[src/rtl/uart_pkg.sv]
// Shared UART definitions: receiver state encoding and the bit-period helper
// used by both the receive and transmit FIFO blocks.
package uart_pkg;

  typedef enum logic [2:0] {IDLE, START, DATA, STOP, BREAK} rx_state_t;

  function automatic int clks_per_bit(input int clk_freq, input int baud);
    return (clk_freq + baud / 2) / baud;
  endfunction

endpackage

[src/rtl/uart_rx_fifo_if.sv]
// Consumer-side port bundle of the UART receive FIFO: read strobe, FWFT head,
// fill flags and the one-cycle error pulses.
interface uart_rx_fifo_if;
  logic       rd_en;
  logic [7:0] rd_data;
  logic       empty;
  logic       full;
  logic       frame_err;
  logic       overflow;

  modport master (output rd_en, input rd_data, empty, full, frame_err, overflow);
  modport slave  (input rd_en, output rd_data, empty, full, frame_err, overflow);
endinterface

[src/rtl/sync_fifo.sv]
// First-word-fall-through FIFO; flags and head update one clock after push/pop.
// A push while full is taken only together with a pop; a pop while empty is ignored.
module sync_fifo #(
  parameter int WIDTH = 8,
  parameter int DEPTH = 16
) (
  input  logic             clk,
  input  logic             rst,
  input  logic             wr_en_i,
  input  logic [WIDTH-1:0] wr_data_i,
  input  logic             rd_en_i,
  output logic [WIDTH-1:0] rd_data_o,
  output logic             empty_o,
  output logic             full_o
);
  localparam int AW = $clog2(DEPTH);

  logic [WIDTH-1:0] mem_q [DEPTH];
  logic [AW:0]      wr_ptr_q, rd_ptr_q;
  logic             do_wr, do_rd;

  assign empty_o   = (wr_ptr_q == rd_ptr_q);
  assign full_o    = (wr_ptr_q[AW] != rd_ptr_q[AW]) &&
                     (wr_ptr_q[AW-1:0] == rd_ptr_q[AW-1:0]);
  assign do_rd     = rd_en_i && !empty_o;
  assign do_wr     = wr_en_i && (!full_o || rd_en_i);
  // Head reads as zero while empty so the output is defined out of reset.
  assign rd_data_o = empty_o ? '0 : mem_q[rd_ptr_q[AW-1:0]];

  always_ff @(posedge clk) begin
    if (do_wr) mem_q[wr_ptr_q[AW-1:0]] <= wr_data_i;
  end

  always_ff @(posedge clk) begin
    if (rst) begin
      wr_ptr_q <= '0;
      rd_ptr_q <= '0;
    end else begin
      if (do_wr) wr_ptr_q <= wr_ptr_q + 1'b1;
      if (do_rd) rd_ptr_q <= rd_ptr_q + 1'b1;
    end
  end
endmodule

[src/rtl/uart_rx_fifo.sv]
// 8N1 UART receiver feeding a FWFT FIFO; a byte lands one clock after its stop sample.
// When full, a good byte is dropped with an overflow pulse unless a pop coincides.
module uart_rx_fifo
  import uart_pkg::*;
#(
  parameter int CLK_FREQ = 25_000_000,
  parameter int BAUD     = 115200,
  parameter int DEPTH    = 16
) (
  input  logic           clk,
  input  logic           rst,
  input  logic           i_rxp,
  uart_rx_fifo_if.slave  rx
);
  localparam int CPB  = clks_per_bit(CLK_FREQ, BAUD);
  localparam int HALF = CPB / 2;
  localparam int TW   = $clog2(CPB + 1);
  localparam logic [TW-1:0] BIT_LAST  = TW'(CPB - 1);
  localparam logic [TW-1:0] HALF_LAST = TW'(HALF - 1);

  rx_state_t     state_q;
  logic [1:0]    sync_q;
  logic [TW-1:0] tick_q;
  logic [2:0]    bit_cnt_q;
  logic [7:0]    shift_q;
  logic          frame_err_q, overflow_q;
  logic          rx_s, bit_done, push, fifo_full;

  assign rx_s     = sync_q[1];
  assign bit_done = (tick_q == BIT_LAST);
  assign push     = (state_q == STOP) && bit_done && rx_s;

  always_ff @(posedge clk) begin
    if (rst) begin
      state_q     <= IDLE;
      sync_q      <= 2'b11;
      tick_q      <= '0;
      bit_cnt_q   <= '0;
      shift_q     <= '0;
      frame_err_q <= 1'b0;
      overflow_q  <= 1'b0;
    end else begin
      sync_q      <= {sync_q[0], i_rxp};
      frame_err_q <= 1'b0;
      overflow_q  <= 1'b0;
      case (state_q)
        IDLE: if (!rx_s) begin
          bit_cnt_q <= '0;
          tick_q    <= '0;
          state_q   <= START;
        end
        START: if (tick_q == HALF_LAST) begin
          tick_q  <= '0;
          state_q <= rx_s ? IDLE : DATA;
        end else begin
          tick_q <= tick_q + 1'b1;
        end
        DATA: if (bit_done) begin
          tick_q    <= '0;
          shift_q   <= {rx_s, shift_q[7:1]};
          bit_cnt_q <= bit_cnt_q + 1'b1;
          if (bit_cnt_q == 3'd7) state_q <= STOP;
        end else begin
          tick_q <= tick_q + 1'b1;
        end
        STOP: if (bit_done) begin
          tick_q <= '0;
          if (rx_s) begin
            overflow_q <= fifo_full && !rx.rd_en;
            state_q    <= IDLE;
          end else begin
            frame_err_q <= 1'b1;
            state_q     <= BREAK;
          end
        end else begin
          tick_q <= tick_q + 1'b1;
        end
        // Hold here while the line stays low so a break is reported only once.
        BREAK: if (rx_s) state_q <= IDLE;
        default: state_q <= IDLE;
      endcase
    end
  end

  sync_fifo #(.WIDTH(8), .DEPTH(DEPTH)) u_fifo (
    .clk       (clk),
    .rst       (rst),
    .wr_en_i   (push),
    .wr_data_i (shift_q),
    .rd_en_i   (rx.rd_en),
    .rd_data_o (rx.rd_data),
    .empty_o   (rx.empty),
    .full_o    (fifo_full)
  );

  assign rx.full      = fifo_full;
  assign rx.frame_err = frame_err_q;
  assign rx.overflow  = overflow_q;
endmodule

[src/flat_wrapper.sv]
// flat-port wrapper written by rule: the top's interface ports become plain ports
module uart_rx_fifo_flat import uart_pkg::*;
#(
  parameter int CLK_FREQ = 25_000_000,
  parameter int BAUD     = 115200,
  parameter int DEPTH    = 16
)
  (clk, rst, i_rxp, rx_rd_en, rx_rd_data, rx_empty, rx_full, rx_frame_err, rx_overflow);
  uart_rx_fifo_if rx_i ();
  input  logic clk;
  input  logic rst;
  input  logic i_rxp;
  input wire logic [$bits(rx_i.rd_en)-1:0] rx_rd_en;
  output wire logic [$bits(rx_i.rd_data)-1:0] rx_rd_data;
  output wire logic [$bits(rx_i.empty)-1:0] rx_empty;
  output wire logic [$bits(rx_i.full)-1:0] rx_full;
  output wire logic [$bits(rx_i.frame_err)-1:0] rx_frame_err;
  output wire logic [$bits(rx_i.overflow)-1:0] rx_overflow;
  assign rx_i.rd_en = rx_rd_en;
  assign rx_rd_data = rx_i.rd_data;
  assign rx_empty = rx_i.empty;
  assign rx_full = rx_i.full;
  assign rx_frame_err = rx_i.frame_err;
  assign rx_overflow = rx_i.overflow;
  uart_rx_fifo #(.CLK_FREQ(CLK_FREQ), .BAUD(BAUD), .DEPTH(DEPTH)) u_core (.clk(clk), .rst(rst), .i_rxp(i_rxp), .rx(rx_i));
endmodule
[config.mk]
export PLATFORM = sky130hd
export DESIGN_NAME = uart_rx_fifo_flat
export DESIGN_NICKNAME = d
export VERILOG_FILES = /design/src/rtl/uart_pkg.sv /design/src/rtl/uart_rx_fifo_if.sv /design/src/rtl/sync_fifo.sv /design/src/rtl/uart_rx_fifo.sv /design/src/flat_wrapper.sv
export SDC_FILE = /design/constraint.sdc
export NUM_CORES = 1
export LEC_CHECK = 0
export CAP_MARGIN = 30
export CORE_MARGIN = 8
export CORE_UTILIZATION = 29
export CTS_CLUSTER_SIZE = 20
export DETAILED_ROUTE_END_ITERATION = 16
export PLACE_DENSITY = 0.48
export SKIP_LAST_GASP = 1
export SLEW_MARGIN = 20
export SYNTH_ARGS = -nofsm -noshare
export SYNTH_HDL_FRONTEND = slang
export SYNTH_SLANG_ARGS = --single-unit
[constraint.sdc]
create_clock -name clk -period 3.65 [get_ports clk]
set_clock_uncertainty 0.05 [all_clocks]
set_input_delay 1.095 -clock clk [delete_from_list [all_inputs] [get_ports clk]]
set_output_delay 1.095 -clock clk [all_outputs]
set_load 0.03 [all_outputs]
=== Yosys cells after proc, flatten, opt, wreduce, memory -nomap -nowiden ===
Memories as Yosys holds them, arrays and structs flattened. A register that Yosys moved wholly into a read port is not among the register bits.
Index checks and enable logic that the tools add are counted.

* $add $sub $neg: 4
* $mul: 0
* Divide/modulo/power cells: 0
* Magnitude comparators: 0
* Equal/unequal tests: 16
* Shift operators: 0
* Mux-type cells: 22
* Bitwise logic cells: 3
* Reductions and logical operators: 20

{| class="wikitable"
|+ Operator list
! operator !! count
|-
| 8-bit 2-to-1 mux || 4
|-
| 3-bit 2-to-1 mux || 9
|-
| 8-bit one-hot mux with 3 select lines || 1
|-
| 3-bit one-hot mux with 5 select lines || 1
|-
| 5-bit by 1-bit adder with 5-bit output, second input constant || 2
|-
| 2-bit by 1-bit != test with 1-bit output, second input constant || 5
|-
| 8-bit by 1-bit adder with 8-bit output, second input constant || 1
|-
| 8-bit by 7-bit equality test with 1-bit output, second input constant || 1
|-
| 8-bit equality test, second input constant || 1
|-
| 4-bit 2-to-1 mux || 2
|-
| 3-bit by 2-bit equality test with 1-bit output, second input constant || 2
|-
| 3-bit equality test, second input constant || 2
|-
| 1-bit logical AND || 6
|-
| 3-bit one-hot mux with 2 select lines || 1
|-
| 6-bit AND reduction || 1
|-
| 5-bit equality test || 1
|-
| 4-bit equality test || 1
|-
| 2-bit AND reduction || 2
|-
| 4-bit OR reduction || 1
|-
| 3-bit by 1-bit adder with 3-bit output, second input constant || 1
|-
| 3-bit by 1-bit equality test with 1-bit output, second input constant || 1
|-
| 1-bit zero test || 3
|-
| 3-bit zero test || 1
|-
| 1-bit 2-to-1 mux || 3
|-
| other kinds (10) || 12
|}

* Register bits after elaboration: 36
* Latch bits: 0
* Bits in writable memories: 128
* ROM bits: 0
* Bits of input ports: 4
* Output and inout bits: 12
* Logic and storage cells: 75
* Memories: 1

{| class="wikitable"
|+ Memories
! name !! words !! bits a word !! read ports !! clocked after memory_dff !! wr ports !! line !! source
|-
| u_core.u_fifo.mem_q || 16 || 8 || 1 || 1 || 1 || sync_fifo.sv:18 || <nowiki>logic [WIDTH-1:0] mem_q [DEPTH];</nowiki>
|}

=== Logic depth before layout (Yosys ltp) ===
Gate-level depths: netlist of the first run.

* Depth after elaboration: 7
* Gate-level depth with buffers: 8
* Mapped depth without buffers: 6

=== By module ===
From an unflattened synthesis of the first run, not the netlist that was laid out.

* Cell total of the unflattened synthesis: 441
* Area total of the unflattened synthesis: 6917.9 µm²

{| class="wikitable"
|+ Modules (own cells, without submodules)
! module !! instances !! cells an instance !! area each (µm²) !! seq. area each (µm²)
|-
| sync_fifo || 1 || 291 || 5606.6 || 4124.0
|-
| uart_rx_fifo || 1 || 150 || 1311.3 || 520.5
|}

=== Least setup slack after synthesis of the first run ===
Ideal clock, no wire load.

* Path kind: register -> output
* Start: reg u_core.u_fifo.wr_ptr_q[2]
* End: out rx_rd_data[0]
* Arrival time: 1.694 ns
* Required time: 2.505 ns
* Path slack: 0.811 ns
* Stages on the path, launching flop included: 8
* Path buffers: 3
* Path through: dfxtp_1 clkbuf_2 xor2_1 nor4_4 buf_6 and2_1 buf_4 a211oi_2

* Cells in the longest elaborated chain, start to end: 2

{| class="wikitable"
|+ RTL lines
! item !! line !! source
|-
| from (decl) || sync_fifo.sv:19 || <nowiki>logic [AW:0] wr_ptr_q, rd_ptr_q;</nowiki>
|-
| from (signal assigned) || sync_fifo.sv:39 || <nowiki>if (do_wr) wr_ptr_q <= wr_ptr_q + 1'b1;</nowiki>
|-
| 5-bit equality test || sync_fifo.sv:22 || <nowiki>assign empty_o = (wr_ptr_q == rd_ptr_q);</nowiki>
|-
| net rx_empty || flat_wrapper.sv:15 || <nowiki>output wire logic [$bits(rx_i.empty)-1:0] rx_empty;</nowiki>
|-
| 8-bit 2-to-1 mux || sync_fifo.sv:28 || <nowiki>assign rd_data_o = empty_o ? '0 : mem_q[rd_ptr_q[AW-1:0]];</nowiki>
|-
| to (decl) || flat_wrapper.sv:14 || <nowiki>output wire logic [$bits(rx_i.rd_data)-1:0] rx_rd_data;</nowiki>
|}

The timed path passes the listed nets, and every way through them passes these cells.

==> results of run 1 <==
-- cells in the mapped netlist, drive strengths merged --
cell type / n
a21o: 1
nor3b: 2
xnor2: 1
nor4: 3
xor2: 4
nand3: 3
or3: 3
mux2: 9
nand4bb: 1
mux4: 32
and3b: 1
and2: 4
mux2i: 21
nor2b: 19
o22ai: 5
nand2: 21
o31a: 2
and4: 1
nor2: 26
dfxtp: 40
o21ai: 3
a211oi: 19
or2: 2
and3: 16
o21a: 3
a21boi: 2
o31ai: 3
edfxtp: 128
inv: 7
nand4: 5
nand4b: 2
and2b: 1
ha: 9
a221oi: 1
buf: 17
clkbuf: 8
a211o: 1
nor3: 7
a31oi: 1
a21oi: 16
-- metal layers --
layer | share of wire [%] | global-route usage, % | up-vias
met2 | 46 | 16.37 | 51
li1 | - | - | 1807
met5 | 0 | 0 | -
met1 | 50 | 13.68 | 2009
met3 | 3.5 | 2.984 | 10
met4 | 0.78 | 2.565 | 0
-- cells by family after synthesis --
kind of cell,after synthesis
buffers and inverters,32
AOI/OAI and AO/OA,57
muxes,62
and+or+nand+nor,117
DFF,168
adders and majority gates,9
xor gates and xnor gates,5
-- final cells by class --
cell class | count | share of cell area (%)
repair buffers | 32 | 3.537
flip-flops and latches | 168 | 55.92
well taps | 324 | 4.877
multi-input cells | 250 | 28.81
clock inverters | 13 | 1.340
inverters | 7 | 0.3161
clock buffers | 19 | 5.208
-- flip-flops by register name, indices dropped and copies added, names as in the netlist, named ones only --
register                flops
u_core.u_fifo.rd_ptr_q      5
u_core.state_q              3
u_core.shift_q              8
u_core.u_fifo.wr_ptr_q      5
u_core.sync_q               2
u_core.u_fifo.mem_q       128
u_core.bit_cnt_q            3
u_core.rx.frame_err         1
u_core.rx.overflow          1
u_core.tick_q               8
-- worst register-to-register path, stage by stage (launching register included) --
cell and delay, ns:
dfxtp_1 0.34, inv_1 0.09, ha_1 0.15, and4_1 0.38, nand4_4 0.23, a21oi_4 0.38
and3_1 0.60
-- final timing paths --
check | start | end | slack, ns
max | flip-flop | rx_rd_data[3] | 0.12
min | u_core.sync_q[0] | u_core.sync_q[1] | 0.36
max reg2reg | u_core.tick_q[0] | u_core.u_fifo.mem_q[4][1] | 1.06
min reg2reg | u_core.sync_q[0] | u_core.sync_q[1] | 0.36
-- through the flow --
stage / instances / worst slack, ns / total power [W] / hold slack, ns
after floorplan: 450 / 0.8110 / 0.002101 / 0.3395
after global placement: 781 / 0.1387 / 0.002110 / 0.3453
after detailed placement: 781 / 0.1441 / 0.002111 / 0.3432
after CTS: 813 / -0.02501 / 0.003785 / 0.3595
after global routing: 813 / 0.005414 / 0.003857 / 0.3728
final: 813 / 0.1207 / 0.003747 / 0.3604
-- repair_timing --
| action | 4_1_cts | 5_1_grt |
|---|---|---|
| endpoints found under the hold margin | 0 | 0 |
| pin swaps | 0 | 0 |
| resized for setup | 7 | 11 |
| setup endpoints to repair | 8 | 7 |
-- cells in the final DEF (no fill, tap or decap), drive strengths merged, types with 4 or more instances in the layout --
master,count
a21oi,16
clkdlybuf4s50,5
nor3,7
edfxtp,128
nor2b,19
clkbuf,22
inv,14
mux4,32
nor2,26
ha,9
clkinvlp,4
mux2,9
o22ai,5
nand4,5
mux2i,21
buf,21
nand2,21
and2,4
xor2,4
and3,16
dfxtp,40
a211oi,19
-- where the power goes --
part           internal (W)  leakage, nW  switching [W]
Sequential          0.00203         1.51     0.00000467
Clock              0.000891        0.254       0.000787
Combinational     0.0000133         1.02      0.0000217
Total               0.00293         2.78       0.000814
==> impl_metrics.tcl, run 1 <==
set metrics [dict create \
    place_area_um2 7762 \
    hold_buffers 0 \
    synth_cells 450 \
    critPathCaptureType "primary output" \
    pin_count 16 \
    cp_common_cell "a211oi_2" \
    final_area_um2 8313 \
    antennaDiodeCount 0 \
    synthToLayoutAreaGrowth_pct 15.29 \
    arrival_ns 2.38 \
    path_cells "buf_12 > buf_6 > mux4_2 > nor2b_1 > a211oi_2 > a211oi_2 > buf_4" \
    antenna_found_initial 0 \
    route.detailed.drc 0 \
    period_minus_slack_ns 3.529 \
    synth.top_cell.area_share_pct 53.31 \
    cp.depth 7 \
    drive_gt1_share_pct 25.15 \
    root_buffer "clkbuf_16" \
    cp_slowest_stage_delay_ns 0.51 \
    path_delay_family "buffers and inverters" \
    critPathKind "reg -> out" \
    grt_use_total_pct 10.33 \
    drtAntennaViolNets 0 \
    slew_headroom_pct 49.08 \
    rsz0062_at_grt "false" \
    cts_buffer_depth 2 \
    wl_per_cell_um 18.64 \
    period_share_pct 96.69 \
    crit_path_top_delay_cell "mux4_2" \
    muxShareOfSynthArea_pct 14.47 \
    core_um2 24390 \
    status "completed" \
    synth-adder-area-share_pct 1.562 \
    power.static_leakage_nw 2.781 \
    hold_viol_final 0 \
    fmax_mhz 283.3 \
    num-nets-final 489 \
    routed_wirelength_um 15160 \
    dr_total_vias 3877 \
    cts-htree-levels 4 \
    cts_sinks 168 \
    synth_top_family_by_area "multiplexers" \
    ys_types 55 \
    initial_utilization_pct 29.56 \
    synth_area_leaders "edfxtp_1, dfxtp_1, mux4_2, mux2i_1, a211oi_2" \
    reg2reg_depth 6 \
    critical_path_buf_inv_count 3 \
    synthXorXnorAreaFrac_pct 0.7114 \
    syn_nets 463 \
    cp-start-kind "flip-flop" \
    cts_tree "yes" \
    grt_max_degree 33 \
    grt_pass1_vias 4085 \
    io_buffer_count 15 \
    maxCapViolCount 0 \
    clk-insertion-delay-late_ns 0.42 \
    place.gp.congestion 0.7412 \
    worstHoldPathType "reg -> reg" \
    p_per_area_nw_per_um2 450.8 \
    setup_tns_ns 0 \
    path_max_fanout 11 \
    fillers 2394 \
    drv_slew 0 \
    ir_worst_vdd_uv 304.5 \
    synth-compound-area-share_pct 6.923 \
    syn-mean-instance-area_um2 16.02 \
    die_x_um 173.7 \
    ys_seq_elements 168 \
    dp.final_hpwl_um 9968 \
    via_per_inst 4.769 \
    synth_area_um2 7211 \
    setup_viol 0 \
    grt_pass1_wl_um 23870 \
    synth_area_leader_cell "edfxtp_1" \
    die_h_um 173.7 \
    hold_depth 1 \
    cts.clk_slew.worst_paths_ns 0.07 \
    yosys_warnings 0 \
    seqCellArea_um2 4648 \
    rows 57 \
    grt-ovfl-total 0 \
    drt-initial-drc-count 255 \
    finish.utilization_pct 34.08 \
    first_pass_iters 4 \
    tightest_slew_ns 0.7628 \
    synth_simple_gate_area_share_pct 9.335 \
    postCtsSetupBuffers 0 \
    cts_buffers 17 \
    multi_input_area_um2 2395 \
    worstPathRequired_ns 2.50 \
    fp.dieArea_um2 30170 \
    ys_seq_area_share_pct 64.41 \
]
Note: power is estimated with default switching activity, not from simulation.
==> inputs of run 2 (changes only) <==
Settings changed: SETUP_SLACK_MARGIN set to 0.15.
==> run 2 against run 1 <==
Maximum frequency is 2.8% higher; via count grew 0.90%; setup slack improved by 0.095 ns; final cell count increased by 0.86%; utilization is 0.28 points higher; register-to-register slack about the same; first-iteration DRC count grew 2.7%; clock-buffer cell count did not move; critical path type unchanged; largest cell class unchanged.
==> impl_metrics.tcl, run 2 (synthesized netlist as in run 1, its figures left out) <==
set metrics [dict create \
    ir_worst_vdd_uv 305.3 \
    p_per_area_nw_per_um2 447.0 \
    num-nets-final 496 \
    dp.final_hpwl_um 9968 \
    mostFrequentLayoutCells "edfxtp_1, dfxtp_1, mux4_2, nor2_1, buf_4" \
    period_share_pct 94.10 \
    dr_total_vias 3912 \
    hold_viol_final 0 \
    arrival_ns 2.29 \
    critPathKind "reg -> out" \
    power.static_leakage_nw 2.799 \
    layout_commonest_cell "edfxtp_1" \
    grt_pass1_vias 4100 \
    first_pass_iters 4 \
    worstPathRequired_ns 2.50 \
    final-instance-count-excl-fill 820 \
    power_frac_clock_pct 44.8 \
    initial_utilization_pct 29.56 \
    tightest_slew_ns 0.7935 \
    grt_pass1_wl_um 23950 \
    power_switching_share_pct 21.71 \
    seqCellArea_um2 4649 \
    path_cells "buf_4 > buf_4 > mux4_2 > nor2b_1 > a211oi_1 > a211oi_2 > buf_2" \
    fp.dieArea_um2 30170 \
    die_h_um 173.7 \
    cts-htree-levels 4 \
    cp-start-kind "flip-flop" \
    path_delay_family "multiplexers" \
    hold_buffers 0 \
    final_area_um2 8382 \
    antenna_found_initial 0 \
    fillers 2394 \
    rows 57 \
    cts_sinks 168 \
    cts_buffer_depth 2 \
    io_buffer_count 15 \
    maxCapViolCount 0 \
    finish.utilization_pct 34.36 \
    antennaDiodeCount 0 \
    drive_gt1_share_pct 27.42 \
    fmax_mhz 291.1 \
    place_area_um2 7762 \
    root_buffer "clkbuf_16" \
    place.gp.congestion 0.7412 \
    cp_common_cell "buf_4" \
    power_frac_comb_pct 0.9 \
    critPathCaptureType "primary output" \
    cts_tree "yes" \
    drv_slew 0 \
    multi_input_area_um2 2410 \
    period_minus_slack_ns 3.435 \
    seq_power_share_pct 54.3 \
    wl_per_cell_um 18.67 \
    core_um2 24390 \
    worstHoldPathType "reg -> reg" \
    clk-insertion-delay-late_ns 0.42 \
    status "completed" \
    crit_path_top_delay_cell "mux4_2" \
    pin_count 16 \
    place_inst 781 \
    setup_tns_ns 0 \
    synthToLayoutAreaGrowth_pct 16.24 \
    drt-initial-drc-count 262 \
    internal_power_w 0.002933 \
    routed_wirelength_um 15310 \
    critical_path_buf_inv_count 3 \
    drtAntennaViolNets 0 \
    via_per_inst 4.771 \
    route.detailed.drc 0 \
    p_sw_w 0.0008133 \
    cp_slowest_stage_delay_ns 0.53 \
    path_max_fanout 5 \
    grt_max_degree 33 \
    setup_viol 0 \
    cts.clk_slew.worst_paths_ns 0.07 \
    slew_headroom_pct 47.03 \
    cts_buffers 17 \
    largest_reg_flops 128 \
    rsz0062_at_grt "true" \
    grt-ovfl-total 0 \
    die_x_um 173.7 \
    grt_use_total_pct 10.36 \
]
-- run 2: final timing paths --
kind | slack (ns) | startpoint | endpoint | cells after the start
hold reg to reg | 0.36 | u_core.sync_q[0] | u_core.sync_q[1] | 1
hold / removal | 0.36 | u_core.sync_q[0] | u_core.sync_q[1] | 1
setup / recovery | 0.22 | flip-flop | rx_rd_data[1] | 7
setup reg to reg | 1.05 | u_core.tick_q[0] | u_core.u_fifo.mem_q[4][7] | 6
-- run 2: final cells by class --
cell class	instances	area share, %
multi-input combinational	250	28.75
clock inverter	13	1.329
sequential	168	55.47
timing repair buffer	39	4.135
tap	324	4.837
clock buffer	19	5.165
inverter	7	0.3135
-- run 2: power by group through the flow --
stage,combinational [W],sequential [W],clock [W]
floorplan,0.0000280,0.00207,0
global placement,0.0000342,0.00208,0
detailed placement,0.0000353,0.00208,0
CTS,0.0000353,0.00203,0.00172
global route,0.0000386,0.00203,0.00179
finish,0.0000350,0.00203,0.00168
-- run 2: repair_timing --
| item | CTS | global route |
|---|---|---|
| cloned | 0 | 0 |
| gates resized for setup | 14 | 18 |
| endpoints found under the setup margin | 9 | 9 |
| setup buffers | 3 | 4 |
| endpoints found under the hold margin | 0 | 0 |
-- run 2: worst register-to-register path, cell delays in order, from the launching register on --
cell	delay, ns
dfxtp_1	0.34
inv_1	0.09
ha_1	0.15
and4_1	0.39
nand4_4	0.23
a21oi_4	0.38
and3_1	0.60
-- run 2: through the flow --
| step | power, W | hold slack [ns] | setup slack, ns |
|---|---|---|---|
| 2_1_floorplan | 0.002101 | 0.3395 | 0.8110 |
| 3_3_place_gp | 0.002110 | 0.3453 | 0.1387 |
| 3_5_place_dp | 0.002111 | 0.3432 | 0.1441 |
| 4_1_cts | 0.003785 | 0.3595 | 0.05964 |
| 5_1_grt | 0.003857 | 0.3728 | 0.1038 |
| 6_report | 0.003747 | 0.3604 | 0.2152 |
-- run 2: per-layer routing --
layer	vias up	track usage (%)	wire, um
li1	1818	-	-
met1	2012	13.77	7393
met2	72	16.37	7042
met3	10	2.984	756
met4	0	2.565	121
met5	-	0	0
==> inputs of run 3 (changes only) <==
Settings changed: SLEW_MARGIN 20 to 5.
==> results of run 3 <==
The final DEF is identical to that of run 2; final timing and power are the same.
